--- src/rtl/fdau_pkg.sv ---
// fdau_pkg: shared FSM encoding and frame/UART constants for the FDAU frame reader.
package fdau_pkg;
    typedef enum logic [3:0] {
        ST_IDLE, ST_SYNC_H, ST_SYNC_L, ST_FETCH, ST_WAIT_RAM,
        ST_SEND_H, ST_SEND_L, ST_NEXT, ST_DONE
    } state_t;
    localparam int          FRAME_LEN_DEF = 261;
    localparam logic [15:0] SYNC_WORD_DEF = 16'hA55A;
    localparam int          UART_BITS     = 10;
    localparam logic        START_LVL     = 1'b0;
    localparam logic        STOP_LVL      = 1'b1;
endpackage

--- src/rtl/fdau_frame_reader_if.sv ---
// fdau_frame_reader_if: frame RAM read port; the reader is master, the RAM is slave.
interface fdau_frame_reader_if #(parameter int ADDR_W = 9);
    logic [ADDR_W-1:0] rd_fdau;
    logic [15:0]       q_fdau;
    modport master (output rd_fdau, input q_fdau);
    modport slave  (input rd_fdau, output q_fdau);
endinterface

--- src/rtl/fdau_uart_tx.sv ---
// fdau_uart_tx: 8N1 byte serialiser, LSB first, CLK_DIV clocks per bit.
module fdau_uart_tx
    import fdau_pkg::*;
#(
    parameter int CLK_DIV = 434
) (
    input  logic       clock,
    input  logic       reset,
    input  logic       byte_valid,
    input  logic [7:0] byte_data,
    output logic       byte_ready,
    output logic       tx
);
    localparam int DIV_W = $clog2(CLK_DIV);
    logic                 active, bit_end, last;
    logic [UART_BITS-1:0] shreg;
    logic [3:0]           bit_cnt;
    logic [DIV_W-1:0]     div;
    // ready in the final stop-bit cycle lets the next byte start with no gap
    always_comb begin
        bit_end    = div == DIV_W'(CLK_DIV - 1);
        last       = active && bit_end && bit_cnt == 4'(UART_BITS - 1);
        byte_ready = !active || last;
        tx         = active ? shreg[0] : STOP_LVL;
    end
    always_ff @(posedge clock or negedge reset) begin
        if (!reset) begin
            active  <= 1'b0;
            shreg   <= '1;
            bit_cnt <= '0;
            div     <= '0;
        end else if (byte_valid && byte_ready) begin
            active  <= 1'b1;
            shreg   <= {STOP_LVL, byte_data, START_LVL};
            bit_cnt <= '0;
            div     <= '0;
        end else if (active) begin
            div <= bit_end ? '0 : div + 1'b1;
            if (bit_end) begin
                active  <= !last;
                bit_cnt <= bit_cnt + 1'b1;
                shreg   <= {STOP_LVL, shreg[UART_BITS-1:1]};
            end
        end
    end
endmodule

--- src/rtl/fdau_frame_reader.sv ---
// fdau_frame_reader: reads the FDAU frame RAM and sends sync word + frame words
// over an 8N1 line, high byte first.
module fdau_frame_reader
    import fdau_pkg::*;
#(
    parameter int          FRAME_LEN = FRAME_LEN_DEF,
    parameter int          ADDR_W    = 9,
    parameter int          CLK_DIV   = 434,
    parameter int          RAM_LAT   = 1,
    parameter logic [15:0] SYNC_WORD = SYNC_WORD_DEF
) (
    input  logic clock,
    input  logic reset,
    input  logic start,
    fdau_frame_reader_if.master ram,
    output logic tx,
    output logic busy,
    output logic frame_done,
    output logic overrun
);
    localparam logic [ADDR_W:0] LAST_WORD = (ADDR_W+1)'(FRAME_LEN - 1);
    localparam logic [1:0]      LAT       = 2'(RAM_LAT);
    state_t          state;
    logic [ADDR_W:0] word_cnt;
    logic [15:0]     holding;
    logic [1:0]      lat_cnt;
    logic            byte_valid, byte_ready, accept;
    logic [7:0]      byte_data;
    always_comb begin
        byte_valid = state inside {ST_SYNC_H, ST_SYNC_L, ST_SEND_H, ST_SEND_L};
        byte_data  = state == ST_SYNC_H ? SYNC_WORD[15:8] :
                     state == ST_SYNC_L ? SYNC_WORD[7:0]  :
                     state == ST_SEND_H ? holding[15:8]   : holding[7:0];
        accept     = byte_valid && byte_ready;
    end
    // q_fdau is sampled one cycle after the RAM_LAT window for registered RAM output
    always_ff @(posedge clock or negedge reset) begin
        if (!reset) begin
            state       <= ST_IDLE;
            word_cnt    <= '0;
            holding     <= '0;
            lat_cnt     <= '0;
            ram.rd_fdau <= '0;
            busy        <= 1'b0;
            frame_done  <= 1'b0;
            overrun     <= 1'b0;
        end else begin
            frame_done <= 1'b0;
            overrun    <= start && state != ST_IDLE;
            case (state)
                ST_IDLE: if (start) begin
                    state       <= ST_SYNC_H;
                    busy        <= 1'b1;
                    ram.rd_fdau <= '0;
                    word_cnt    <= '0;
                end
                ST_SYNC_H: if (accept) state <= ST_SYNC_L;
                ST_SYNC_L: if (accept) state <= ST_FETCH;
                ST_FETCH: begin
                    ram.rd_fdau <= word_cnt[ADDR_W-1:0];
                    lat_cnt     <= '0;
                    state       <= ST_WAIT_RAM;
                end
                ST_WAIT_RAM: if (lat_cnt == LAT) begin
                    holding <= ram.q_fdau;
                    state   <= ST_SEND_H;
                end else lat_cnt <= lat_cnt + 1'b1;
                ST_SEND_H: if (accept) state <= ST_SEND_L;
                ST_SEND_L: if (accept) state <= ST_NEXT;
                ST_NEXT: if (word_cnt == LAST_WORD) state <= ST_DONE;
                else begin
                    word_cnt <= word_cnt + 1'b1;
                    state    <= ST_FETCH;
                end
                // hold until the serialiser reaches the last stop-bit cycle
                ST_DONE: if (byte_ready) begin
                    frame_done <= 1'b1;
                    busy       <= 1'b0;
                    state      <= ST_IDLE;
                end
                default: state <= ST_IDLE;
            endcase
        end
    end
    fdau_uart_tx #(.CLK_DIV(CLK_DIV)) u_tx (
        .clock      (clock),
        .reset      (reset),
        .byte_valid (byte_valid),
        .byte_data  (byte_data),
        .byte_ready (byte_ready),
        .tx         (tx)
    );
endmodule

--- src/flat_wrapper.sv ---
// flat-port wrapper written by rule: the top's interface ports become plain ports
module fdau_frame_reader_flat import fdau_pkg::*;
#(
    parameter int          FRAME_LEN = FRAME_LEN_DEF,
    parameter int          ADDR_W    = 9,
    parameter int          CLK_DIV   = 434,
    parameter int          RAM_LAT   = 1,
    parameter logic [15:0] SYNC_WORD = SYNC_WORD_DEF
)
  (clock, reset, start, tx, busy, frame_done, overrun, ram_rd_fdau, ram_q_fdau);
  fdau_frame_reader_if #(.ADDR_W(ADDR_W)) ram_i ();
  input  logic clock;
  input  logic reset;
  input  logic start;
  output logic tx;
  output logic busy;
  output logic frame_done;
  output logic overrun;
  output wire logic [$bits(ram_i.rd_fdau)-1:0] ram_rd_fdau;
  input wire logic [$bits(ram_i.q_fdau)-1:0] ram_q_fdau;
  assign ram_rd_fdau = ram_i.rd_fdau;
  assign ram_i.q_fdau = ram_q_fdau;
  fdau_frame_reader #(.FRAME_LEN(FRAME_LEN), .ADDR_W(ADDR_W), .CLK_DIV(CLK_DIV), .RAM_LAT(RAM_LAT), .SYNC_WORD(SYNC_WORD)) u_core (.clock(clock), .reset(reset), .start(start), .ram(ram_i), .tx(tx), .busy(busy), .frame_done(frame_done), .overrun(overrun));
endmodule
--- config.mk ---
export PLATFORM = sky130hd
export DESIGN_NAME = fdau_frame_reader_flat
export DESIGN_NICKNAME = d
export VERILOG_FILES = /design/src/rtl/fdau_pkg.sv /design/src/rtl/fdau_frame_reader_if.sv /design/src/rtl/fdau_uart_tx.sv /design/src/rtl/fdau_frame_reader.sv /design/src/flat_wrapper.sv
export SDC_FILE = /design/constraint.sdc
export NUM_CORES = 1
export LEC_CHECK = 0
export BUFFER_PORTS_ARGS = -buffer_cell sky130_fd_sc_hd__buf_2
export CAP_MARGIN = 25
export CORE_MARGIN = 8
export CORE_UTILIZATION = 50
export CTS_BUF_LIST = sky130_fd_sc_hd__clkbuf_4 sky130_fd_sc_hd__clkbuf_8 sky130_fd_sc_hd__clkbuf_16
export DETAILED_ROUTE_END_ITERATION = 10
export GPL_ROUTABILITY_DRIVEN = 0
export PLACE_DENSITY = 0.69
export SLEW_MARGIN = 15
export SYNTH_ARGS = -nofsm -noshare
export SYNTH_HDL_FRONTEND = slang
export SYNTH_SLANG_ARGS = --single-unit
--- constraint.sdc ---
create_clock -name clock -period 2.02 [get_ports clock]
set_clock_uncertainty 0.05 [all_clocks]
set_input_delay 0.202 -clock clock [delete_from_list [all_inputs] [get_ports clock]]
set_output_delay 0.202 -clock clock [all_outputs]
set_load 0.03 [all_outputs]
Word-level counts from Yosys, hierarchy flattened
Cells that the tools add are included.
{"block": "op_classes", "mux": 37, "eq_ne": 21, "reduce_logical": 23, "n_addsub": 4}
{"operator": "$mux W10", "n": 5}
{"operator": "$mux W4", "n": 11}
{"operator": "$mux W9", "n": 4}
{"operator": "$pmux W4 S9", "n": 1}
{"operator": "$mux W8", "n": 3}
{"operator": "$pmux W10 S2", "n": 1}
{"operator": "$pmux W9 S2", "n": 1}
{"operator": "$eq A4 B3 Y1 const B", "n": 4}
{"operator": "$ne A2 B1 Y1 const B", "n": 6}
{"operator": "$reduce_bool A2 Y1", "n": 6}
{"operator": "$add A10 B1 Y10 const B", "n": 1}
{"operator": "$eq A10 B9 Y1 const B", "n": 1}
{"operator": "$add A9 B1 Y9 const B", "n": 1}
{"operator": "$eq A9 B9 Y1 const B", "n": 1}
{"operator": "$eq A4 B2 Y1 const B", "n": 2}
{"operator": "$eq A4 B4 Y1 const B", "n": 2}
{"operator": "$mux W1", "n": 8}
{"operator": "$reduce_and A2 Y1", "n": 4}
{"operator": "$reduce_bool A4 Y1", "n": 2}
{"operator": "$reduce_and A7 Y1", "n": 1}
{"operator": "$ne A2 B2 Y1 const B", "n": 3}
{"operator": "$reduce_and A3 Y1", "n": 2}
{"operator": "$add A4 B1 Y4 const B", "n": 1}
{"operator": "$eq A4 B1 Y1 const B", "n": 1}
{"operator": "9 further kinds", "n": 13}
{"block": "totals", "word_cells": 97, "register_bits": 68, "in_bits": 19, "output_inout_bits": 13}

Logic depth before layout (Yosys ltp)
{"block": "depth", "word_depth": 7, "mapped_depth": 7, "mapped_depth_nobuf": 6}

By module
From an unflattened synthesis, not the netlist that was laid out.
{"block": "hier_totals", "hier_cells": 379, "hier_area_um2": 3707.3}
{"module": "fdau_frame_reader", "seq_area_each_um2": 1101.1, "cells_each": 209, "instances": 1, "area_each_um2": 2168.3}
{"module": "fdau_uart_tx", "seq_area_each_um2": 586.8, "cells_each": 170, "instances": 1, "area_each_um2": 1539.0}

Worst setup path after synthesis
No wires, ideal clock.
{"block": "synth_timing", "path_type": "reg-to-reg", "startpoint": "reg u_core.u_tx.div[1]", "endpoint": "reg u_core.u_tx.shreg[8]", "t_required_ns": 1.890, "stages_incl_launch_ff": 7, "setup_time_ns": 0.080, "path_buffers": 0, "arrival_ns": 1.705, "synth_period_minus_slack_ns": 1.834, "path_slack_ns": 0.186, "path_cell_list": "dfrtp_1 -> inv_1 -> ha_1 -> nand4bb_4 -> o31a_1 -> a311o_4 -> o22a_1"}
{"block": "synth_via", "elab_chain_cells": 7, "elab_cells_between_ends": 9, "classes_between": "eq/ne (1); mux (1); reduce/logical (7)"}
{"element": "from (decl)", "line_no": "fdau_uart_tx.sv:18", "text": "logic [DIV_W-1:0] div;"}
{"element": "from (signal assigned)", "line_no": "fdau_uart_tx.sv:38", "text": "div <= bit_end ? '0 : div + 1'b1;"}
{"element": "$eq A9 B9 Y1 (*)", "line_no": "fdau_uart_tx.sv:21", "text": "bit_end = div == DIV_W'(CLK_DIV - 1);"}
{"element": "$logic_and A1 B1 Y1 (2 in a row)", "line_no": "fdau_uart_tx.sv:22", "text": "last = active && bit_end && bit_cnt == 4'(UART_BITS - 1);"}
{"element": "$logic_or A1 B1 Y1", "line_no": "fdau_uart_tx.sv:23", "text": "byte_ready = !active || last;"}
{"element": "$logic_and A1 B1 Y1", "line_no": "fdau_uart_tx.sv:32", "text": "end else if (byte_valid && byte_ready) begin"}
{"element": "$reduce_bool A2 Y1 (no line)"}
{"element": "$reduce_and A2 Y1 (no line)"}
{"element": "to (signal assigned)", "line_no": "fdau_uart_tx.sv:34", "text": "shreg <= {STOP_LVL, byte_data, START_LVL};"}
{"element": "to (signal assigned)", "line_no": "fdau_uart_tx.sv:42", "text": "shreg <= {STOP_LVL, shreg[UART_BITS-1:1]};"}
{"element": "to (decl)", "line_no": "fdau_uart_tx.sv:16", "text": "logic [UART_BITS-1:0] shreg;"}
Every way passes the cells marked *; elsewhere a longest branch is shown, timed or not.
A chain may end at the register's enable or synchronous reset.

Worst setup path in the final report
Ends and elaborated chain as after synthesis.

==> results_dict.tcl <==
set metrics [dict create \
    async_flop_share_pct 100 \
    io_pins 32 \
    crit_required_ns 2.24 \
    hold_depth 2 \
    grt_max_degree 68 \
    io_buffers 31 \
    cpMaxStageDelayCell "a311o_4" \
    grt_pass1_wl_mm 12.9 \
    pwr-share-comb_pct 35.0 \
    drc_errors 0 \
    num_rows 30 \
    drt_iter0_markers 213 \
    yosysSeqAreaShare_pct 48.3 \
    p_leak_nw 1.82 \
    numCtsBuffers 9 \
    ant_nets 0 \
    die_x_um 99.6 \
    drv_cap 0 \
    slew_viol_final 0 \
    layout_common_cells "58 x dfrtp_1, 31 x nand2_1, 31 x buf_2, 20 x a21oi_1" \
    netlist_instances 336 \
    cp_top_family "compound AO/OA/AOI/OAI gates" \
    clkLatencyLatePin_ns 0.34 \
    netlist_top_cells_area "dfrtp_1 42%, dfstp_2 6.8%, mux2_2 5.5%" \
    path_class "flop to flop" \
    status "complete, no violations" \
    insertedDiodeCount 0 \
    synth_top_area_share_pct 41.5 \
    cp-start-kind "flop" \
    fmax_mhz 530 \
    dr_total_vias 2759 \
    yosys_warnings 0 \
    grtUsageTotal_pct 16.2 \
    ir_drop_mv 0.759 \
    final_common_cell "dfrtp_1" \
    syn_area_mm2 0.00349 \
    synth-seq-cells 67 \
    clkSinkCount 67 \
    tns_ns 0 \
    worst_pin_slew_ns 0.462 \
    synth_flop_cell "dfrtp_1" \
    clockBufferDepth 2 \
    vias_per_cell 5.71 \
    core_mm2 0.00679 \
    root_buffer "clkbuf_8" \
    rsz0062_at_grt "no" \
    grt_pass1_vias 2651 \
    finalCritPeriodShare_pct 93.5 \
    r2r_slack_ns 0.13 \
    dp_hpwl_mm 5.21 \
    path_cells "inv_1, ha_1, nand4bb_4, o31a_1, a311o_4, o22a_1" \
    end_kind "flop" \
    reg2regPathDepth 6 \
    synth_nets 362 \
    start_util_pct 51.4 \
    post_route_cells_drive_above_1_share_pct 26.9 \
    powerDensity_mw_per_mm2 1380 \
    relSlewSlack_pct 68.9 \
    internal-power_mw 3.61 \
    first_pass_iters 4 \
    htreeDepth 3 \
    slowest_delay_ns 0.43 \
    hold_path.class "input port to flop" \
    final.min_clock_period_ns 1.89 \
    synthDistinctLibCells 57 \
    power.switching_mw 2.03 \
    die_area_mm2 0.00992 \
    yosysTopAreaCell "dfrtp_1" \
    switching_share_pct 36.0 \
    synthToLayoutAreaGrowth_pct 16.6 \
    worst-path-stages 6 \
    cts_tree "yes" \
    dieHeight_um 99.6 \
    finalSetupViolations 0 \
    avgSynthCellArea_um2 10.4 \
    hold_viol_final 0 \
    cp.arrival_ns 2.11 \
    clockPowerShare_pct 23.8 \
    holdWs_ns 0.0304 \
    nets 409 \
    gr-total-overflow 0 \
    cp_max_fo 8 \
    final_util_pct 59.9 \
    seqPwrFrac_pct 41.2 \
    path_buf_inv 1 \
    clk_pin_slew_ns 0.08 \
    wl_per_cell_um 15.7 \
    synth_edf_count 0 \
    wl_mm 7.59 \
    antenna_found_initial 0 \
]
registers in the layout, indices dropped and copies added, names as in the netlist:
| register | count |
|---|---|
| u_core.holding | 16 |
| u_core.u_tx.div | 9 |
| u_core.u_tx.bit_cnt | 4 |
| u_core.u_tx.shreg | 9 |
| u_core.state | 4 |
| u_core.lat_cnt | 2 |
| u_core.frame_done | 1 |
| u_core.ram.rd_fdau | 9 |
| u_core.word_cnt | 10 |
| u_core.overrun | 1 |
| u_core.u_tx.active | 1 |
| u_core.busy | 1 |
worst reg2reg max path, delay by kind of cell (launching register included):
family | cells | cell delay (ns)
compound gates | 3 | 0.94
flops | 1 | 0.41
simple gates | 1 | 0.17
buf+inv | 1 | 0.07
fa+ha+maj | 1 | 0.18
routing by layer:
layer / part of all wire [%] / wire length, µm / vias up / global-route usage, %
met5: 0 / 0 / - / 0
met4: 0.86 / 65 / 0 / 5.24
met3: 3.4 / 259 / 6 / 4.82
met2: 47 / 3550 / 54 / 24.6
met1: 49 / 3720 / 1362 / 21.4
li1: - / - / 1337 / -
worst paths after layout:
| path | startpoint | endpoint |
|---|---|---|
| worst max-delay path | u_core.u_tx.div[1] | u_core.u_tx.shreg[8] |
| worst min-delay path | ram_q_fdau[10] | u_core.holding[10] |
| worst max register to register | u_core.u_tx.div[1] | u_core.u_tx.shreg[8] |
| worst min register to register | u_core.u_tx.shreg[3] | u_core.u_tx.shreg[3] |
| max in group asynchronous | reset | u_core.u_tx.shreg[5] |
| min in group asynchronous | reset | u_core.u_tx.div[2] |
synthesized netlist by cell type, types with 2 or more instances:
master	n
mux2_2	17
o32a_1	4
clkbuf_8	5
nand4_1	7
o22ai_1	5
o21ai_1	4
or3_1	8
xnor2_1	2
nor2b_1	2
a221oi_1	4
dfrtp_1	58
nor3_1	5
o31ai_1	7
and2_1	2
xor2_1	4
and3_1	4
ha_1	7
dfstp_2	9
clkbuf_1	6
o32ai_1	2
inv_1	14
nand2_1	31
a21o_1	4
nor2_1	16
o21a_1	5
mux2i_1	5
and4_1	2
o21ai_0	19
a21oi_1	20
or2_2	2
a2bb2oi_1	3
buf_2	4
o221ai_1	4
nand2b_1	4
nand3_1	19
power groups by stage:
| stage | Clock [mW] | Combinational, mW | Sequential [mW] |
|---|---|---|---|
| global placement | 0 | 1.86 | 2.31 |
| global route | 1.43 | 2.19 | 2.39 |
| detailed placement | 0 | 1.92 | 2.33 |
| CTS | 1.38 | 1.94 | 2.32 |
| floorplan | 0 | 1.40 | 2.33 |
| finish | 1.34 | 1.97 | 2.32 |
cell families after synthesis:
logic type      Yosys count  share of synthesized area [%]
buf+inv                  30                           5.01
flops                    67                           48.3
fa+ha+maj                 7                           2.51
simple gates            113                           17.9
compound gates           91                           17.8
mux                      22                           6.91
xor+xnor                  6                           1.50
per-stage QoR:
step	cell area (µm²)	instances	worst slack, ns	total power [mW]
2_1_floorplan	3490	336	0.186	3.74
3_3_place_gp	3800	466	0.152	4.18
4_1_cts	4050	482	0.0689	5.64
5_1_grt	4070	483	0.0327	6.00
3_5_place_dp	3800	466	0.102	4.26
6_report	4070	483	0.132	5.63
area by class of cell:
class / count / area [µm²]
Timing Repair Buffer: 52 / 328
Clock inverter: 6 / 115
Sequential cell: 67 / 1690
Inverter: 14 / 52.6
Clock buffer: 9 / 124
Tap cell: 96 / 120
Multi-Input combinational cell: 239 / 1650
Fill cell: 572 / 2720
what timing repair did:
item / in CTS / in global routing
setup buffers: 0 / 1
setup endpoints to repair: 0 / 10
hold buffers: 1 / 0
gates resized for setup: 0 / 3
hold endpoints to repair: 58 / 0
Note: power is estimated with default switching activity, not from simulation.
